--- config.mk ---
export PLATFORM = sky130hd
export DESIGN_NAME = uart_rx_param
export DESIGN_NICKNAME = d
export VERILOG_FILES = /design/src/rtl/uart_pkg.sv /design/src/rtl/uart_rx_sync.sv /design/src/rtl/uart_rx_param.sv
export SDC_FILE = /design/constraint.sdc
export NUM_CORES = 1
export LEC_CHECK = 0
export CAP_MARGIN = 15
export CORE_ASPECT_RATIO = 0.75
export CORE_MARGIN = 3
export CORE_UTILIZATION = 40
export CTS_CLUSTER_SIZE = 12
export DETAILED_ROUTE_END_ITERATION = 10
export PLACE_DENSITY = 0.58
export SLEW_MARGIN = 15
export SYNTH_ARGS = -nofsm -noshare
export SYNTH_HDL_FRONTEND = slang
export SYNTH_HIERARCHICAL = 1
export SYNTH_SLANG_ARGS = --single-unit
--- constraint.sdc ---
create_clock -name clk -period 2.98 [get_ports clk]
set_clock_uncertainty 0.2 [all_clocks]
set_input_delay 0.447 -clock clk [delete_from_list [all_inputs] [get_ports clk]]
set_output_delay 0.447 -clock clk [all_outputs]
set_load 0.02 [all_outputs]
--- src/rtl/uart_pkg.sv ---
// Shared definitions for the parametrised UART receiver: parity mode
// constants, the receive FSM state type and a width helper.
package uart_pkg;

   localparam int PAR_NONE = 0;
   localparam int PAR_ODD  = 1;
   localparam int PAR_EVEN = 2;

   typedef enum logic [2:0] {
      ST_IDLE,
      ST_START,
      ST_DATA,
      ST_PARITY,
      ST_STOP,
      ST_BRK_WAIT
   } rx_state_t;

   // $clog2 clamped to at least 1 so derived vector widths are never zero
   function automatic int clog2_safe(input int value);
      int result;
      result = $clog2(value);
      if (result < 1) begin
         result = 1;
      end
      return result;
   endfunction

endpackage

--- src/rtl/uart_rx_sync.sv ---
// Input conditioning for the serial pin: two-flop synchronizer, a 3-deep
// history of the synchronized line and its majority vote. Everything
// resets to 1 so the line looks idle until real data arrives.
module uart_rx_sync
   import uart_pkg::*;
(
   input  logic clk,
   input  logic reset_n,
   input  logic rx,
   output logic synced,
   output logic sample
);

   logic [1:0] sync_chain;
   logic [2:0] history;

   // two-flop synchronizer for the asynchronous pin
   always_ff @(posedge clk or negedge reset_n) begin
      if (!reset_n) begin
         sync_chain <= 2'b11;
      end else begin
         sync_chain <= {sync_chain[0], rx};
      end
   end

   // shift register of the last three synchronized values for voting
   always_ff @(posedge clk or negedge reset_n) begin
      if (!reset_n) begin
         history <= 3'b111;
      end else begin
         history <= {history[1:0], sync_chain[1]};
      end
   end

   assign synced = sync_chain[1];

   // 2-of-3 majority: a single-cycle glitch can never flip the vote
   always_comb begin
      sample = (history[0] & history[1]) |
               (history[0] & history[2]) |
               (history[1] & history[2]);
   end

endmodule

--- src/rtl/uart_rx_param.sv ---
// Parametrised UART receiver: configurable data width, parity and stop
// bits, false-start rejection, parity/framing/break detection and a
// valid/ready output holding register with overrun reporting.
module uart_rx_param
   import uart_pkg::*;
#(
   parameter int CLKS_PER_BIT = 10416,
   parameter int DATA_BITS    = 8,
   parameter int PARITY       = PAR_NONE,
   parameter int STOP_BITS    = 1
)
(
   input  logic                 clk,
   input  logic                 reset_n,
   input  logic                 rx,
   output logic [DATA_BITS-1:0] m_data,
   output logic                 m_frame_err,
   output logic                 m_parity_err,
   output logic                 m_break,
   output logic                 m_valid,
   input  logic                 m_ready,
   output logic                 overrun,
   output logic                 busy
);

   localparam int CW = clog2_safe(CLKS_PER_BIT);
   localparam int BW = clog2_safe(DATA_BITS);
   localparam logic [CW-1:0] HALF     = CW'((CLKS_PER_BIT - 1) / 2);
   localparam logic [CW-1:0] LAST     = CW'(CLKS_PER_BIT - 1);
   localparam logic [BW-1:0] BIT_LAST = BW'(DATA_BITS - 1);
   localparam logic          STOP_LAST = 1'(STOP_BITS - 1);

   rx_state_t            state;
   logic [CW-1:0]        count;
   logic [BW-1:0]        bit_index;
   logic                 stop_index;
   logic [DATA_BITS-1:0] shreg;
   logic                 par_bit;
   logic                 frame_err;

   logic synced;
   logic sample;

   logic data_par;
   logic par_err_now;
   logic frame_now;
   logic brk_now;

   uart_rx_sync u_sync (
      .clk     (clk),
      .reset_n (reset_n),
      .rx      (rx),
      .synced  (synced),
      .sample  (sample)
   );

   // frame status as it will stand once the current stop sample is taken
   always_comb begin
      data_par    = (^shreg) ^ par_bit;
      par_err_now = 1'b0;
      if (PARITY == PAR_ODD) begin
         par_err_now = ~data_par;
      end else if (PARITY == PAR_EVEN) begin
         par_err_now = data_par;
      end
      frame_now = frame_err | ~sample;
      brk_now   = frame_now && (shreg == '0) && !par_bit;
   end

   assign busy = (state != ST_IDLE);

   // receive FSM with bit timing, deserializer and output holding register
   always_ff @(posedge clk or negedge reset_n) begin
      if (!reset_n) begin
         state        <= ST_IDLE;
         count        <= '0;
         bit_index    <= '0;
         stop_index   <= 1'b0;
         shreg        <= '0;
         par_bit      <= 1'b0;
         frame_err    <= 1'b0;
         m_data       <= '0;
         m_frame_err  <= 1'b0;
         m_parity_err <= 1'b0;
         m_break      <= 1'b0;
         m_valid      <= 1'b0;
         overrun      <= 1'b0;
      end else begin
         overrun <= 1'b0;
         if (m_valid && m_ready) begin
            m_valid <= 1'b0;
         end

         case (state)
            ST_IDLE: begin
               if (!synced) begin
                  state <= ST_START;
                  count <= '0;
               end
            end

            ST_START: begin
               if (count == HALF) begin
                  count <= '0;
                  if (sample) begin
                     // line went back high before mid-bit: noise, not a start
                     state <= ST_IDLE;
                  end else begin
                     state      <= ST_DATA;
                     bit_index  <= '0;
                     stop_index <= 1'b0;
                     par_bit    <= 1'b0;
                     frame_err  <= 1'b0;
                  end
               end else begin
                  count <= count + CW'(1);
               end
            end

            ST_DATA: begin
               if (count == LAST) begin
                  count            <= '0;
                  shreg[bit_index] <= sample;
                  if (bit_index == BIT_LAST) begin
                     state <= (PARITY != PAR_NONE) ? ST_PARITY : ST_STOP;
                  end else begin
                     bit_index <= bit_index + BW'(1);
                  end
               end else begin
                  count <= count + CW'(1);
               end
            end

            ST_PARITY: begin
               if (count == LAST) begin
                  count   <= '0;
                  par_bit <= sample;
                  state   <= ST_STOP;
               end else begin
                  count <= count + CW'(1);
               end
            end

            ST_STOP: begin
               if (count == LAST) begin
                  count <= '0;
                  if (stop_index == STOP_LAST) begin
                     // a slot is free if empty or being consumed this cycle
                     if (!m_valid || m_ready) begin
                        m_data       <= shreg;
                        m_frame_err  <= frame_now;
                        m_parity_err <= par_err_now;
                        m_break      <= brk_now;
                        m_valid      <= 1'b1;
                     end else begin
                        overrun <= 1'b1;
                     end
                     // a low stop bit means the line may stay low; wait it out
                     state <= sample ? ST_IDLE : ST_BRK_WAIT;
                  end else begin
                     stop_index <= 1'b1;
                     frame_err  <= frame_now;
                  end
               end else begin
                  count <= count + CW'(1);
               end
            end

            ST_BRK_WAIT: begin
               if (synced) begin
                  state <= ST_IDLE;
               end
            end

            default: begin
               state <= ST_IDLE;
            end
         endcase
      end
   end

endmodule
==> results.ini <==
[outcome]
status = finished clean

[grt]
gr-total-overflow = 0
grt_max_degree = 32
grt_pass1_wl_um = 7950
grt_pass1_vias = 1594
grt_use_total_pct = 14.6
antenna_found_initial = 0

[pwr]
power.leakage_nw = 1.27
powerDensity_nw_per_um2 = 416
vdd_drop_max_uv = 211

[timing]
hold_viol = 0
rsz0062_at_grt = no
fmaxAchievable_mhz = 421
setup_viol = 0
fin_tns_setup_ns = 0
hold_slack_ns = 0.159
fin_crit_sh_pct = 79.7
slew_viol_final = 0
slew_headroom_pct = 66.5
max_slew.worst_pin.slew_ns = 0.501
min_period_ns = 2.37

[worst_hold_path]
min_from = u_sync/sync_chain[0]
worstHoldPathCells = 0
hp-class = reg -> reg
worstHoldEndpoint = u_sync/sync_chain[1]

[clocking]
clock_latency_ns = 0.30
cts_tree = done
cts.reportedPaths.clkPinSlew_ns = 0.09
cts-buffers-inserted = 5
h-tree-depth = 2
post_cts_resized = 0
cts.sinks = 47
clockBufferDepth = 2
root_buffer = clkbuf_8

[logic_synthesis]
synth_most_common_cell = dfrtp_1
synth-main-ff-cell = dfrtp_1
netlist_top_cells_count = 42 x dfrtp_1, 20 x nand2_1, 17 x mux2_2
synth-seq-cells = 47
async_flop_share_pct = 100
yosysTopAreaCell = dfrtp_1
synth_edf_count = 0
ys.warnings.count = 6
synth_cells = 228
ys_seq_area_share_pct = 48.3
syn_nets = 235
synthDistinctLibCells = 57
synth_area_um2 = 2450
synth_top_cell_area_share_pct = 42.9
synth_area_per_cell_um2 = 10.7
synthTopCellsByArea = dfrtp_1 43%, mux2_2 7.8%, dfstp_2 5.4%

[final_layout]
layout-drive-gt1-share_pct = 21.6
fill_cells = 536
nets = 251
syn2layout_area_growth_pct = 13.8
n_antenna_cell = 0

[route]
vias = 1697
drcViolationCount = 0
wl_per_cell_um = 14.3
drt-vias-per-instance = 5.25
drt_iter0_markers = 98
drt_first_pass_iters = 4
ant_nets = 0
wirelength_um = 4630

[floorplan]
rows = 24
die_x_um = 96.3
core_area_um2 = 5860
start_util_pct = 41.8
die_y_um = 73.8
ioPinCount = 18
dieArea_um2 = 7110

[critical_path]
reg2reg_slack_ns = 0.65
critPathKind = reg -> out
reg2regPathDepth = 6
cp-end-kind = output pin
start_kind = register
crit_arrival_ns = 1.73
crit-reg2reg-capture = shreg[2]
reg2reg_from = count[0]
cp_max_fo = 11
crit_required_ns = 2.33

[place]
detailed_place_hpwl_um = 3270
gp_congestion = 0.774
numPortBuffers = 16

[flow_run]
maxCapViolCount = 0

flip-flops by register name, summed over array words and instances (netlist names):
register,count
overrun,1
u_sync/history,3
m_valid,1
m_data,8
shreg,8
state,3
frame_err,1
bit_index,3
m_break,1
count,14
m_frame_err,1
par_bit,1
u_sync/sync_chain,2
critical path, cell delays in order (launching register included):
cell and delay (ns):
dfrtp_1 0.48, or3_1 0.40, clkdlybuf4s50_1 0.55
layout by cell type, fill, tap and decap left out, types with 6 or more instances in the layout:
master / synthesis / routed
a31oi_1: 7 / 7
clkdlybuf4s50_1: 0 / 15
dfrtp_1: 42 / 42
inv_1: 7 / 7
mux2_2: 17 / 17
nand2_1: 20 / 20
nand2b_1: 6 / 6
nor2_1: 11 / 11
nor3b_1: 6 / 6
o21ai_0: 12 / 12
what timing repair did:
| action | in CTS | in global routing |
|---|---|---|
| endpoints found under the hold margin | 11 | 0 |
| buffers inserted | 0 | 0 |
| hold buffers | 1 | 0 |
report_power, final:
| group | switching [mW] | leakage (nW) | internal (mW) |
|---|---|---|---|
| Sequential | 0.00219 | 0.625 | 0.643 |
| Clock | 0.232 | 0.0548 | 0.253 |
| Combinational | 0.0206 | 0.590 | 0.00736 |
final cells by class:
cell class | count | area [um2] | share of cell area (%)
clock buffer | 5 | 68.8 | 2.47
clock inverter | 3 | 46.3 | 1.66
inverter | 7 | 26.3 | 0.943
multi-input combinational | 161 | 1160 | 41.7
sequential | 47 | 1180 | 42.4
tap | 78 | 97.6 | 3.50
timing repair buffer | 22 | 203 | 7.27
metal layers:
metal  part of all wire [%]  wire, um  vias to the layer above  track usage, %
met1                     56      2600                      796            22.8
met3                    4.8       223                        5            3.38
met4                    1.1        50                        0            5.13
met5                      0         0                        -               0
li1                       -         -                      860               -
met2                     38      1750                       36            19.3
through the flow:
step	cell area (um2)	util, %	power (mW)	worst slack, ns	instances
6_report	2790	47.6	1.16	0.606	323
5_1_grt	2790	47.6	1.20	0.484	323
4_1_cts	2790	47.6	1.17	0.591	323
3_5_place_dp	2660	45.4	0.687	0.621	314
3_3_place_gp	2660	45.4	0.687	0.708	314
2_1_floorplan	2450	-	0.667	0.867	228
cell families after synthesis:
logic type                 synth area share, %
xor gates and xnor gates                 0.358
AOI/OAI and AO/OA                         14.2
buffers and inverters                     4.24
DFF                                       48.3
other                                    0.153
and+or+nand+nor                           22.6
adders and majority gates                 1.99
muxes                                     8.23
worst max path at each step:
stage / endpoint / slack (ns) / start
2_1_floorplan: shreg[2] / 0.87 / count[0]
6_report: busy / 0.61 / state[2]
3_5_place_dp: shreg[2] / 0.62 / count[0]
4_1_cts: busy / 0.59 / state[2]
5_1_grt: shreg[2] / 0.48 / count[0]
3_3_place_gp: shreg[2] / 0.71 / count[0]
No activity file was read; power rests on OpenSTA's default activity.
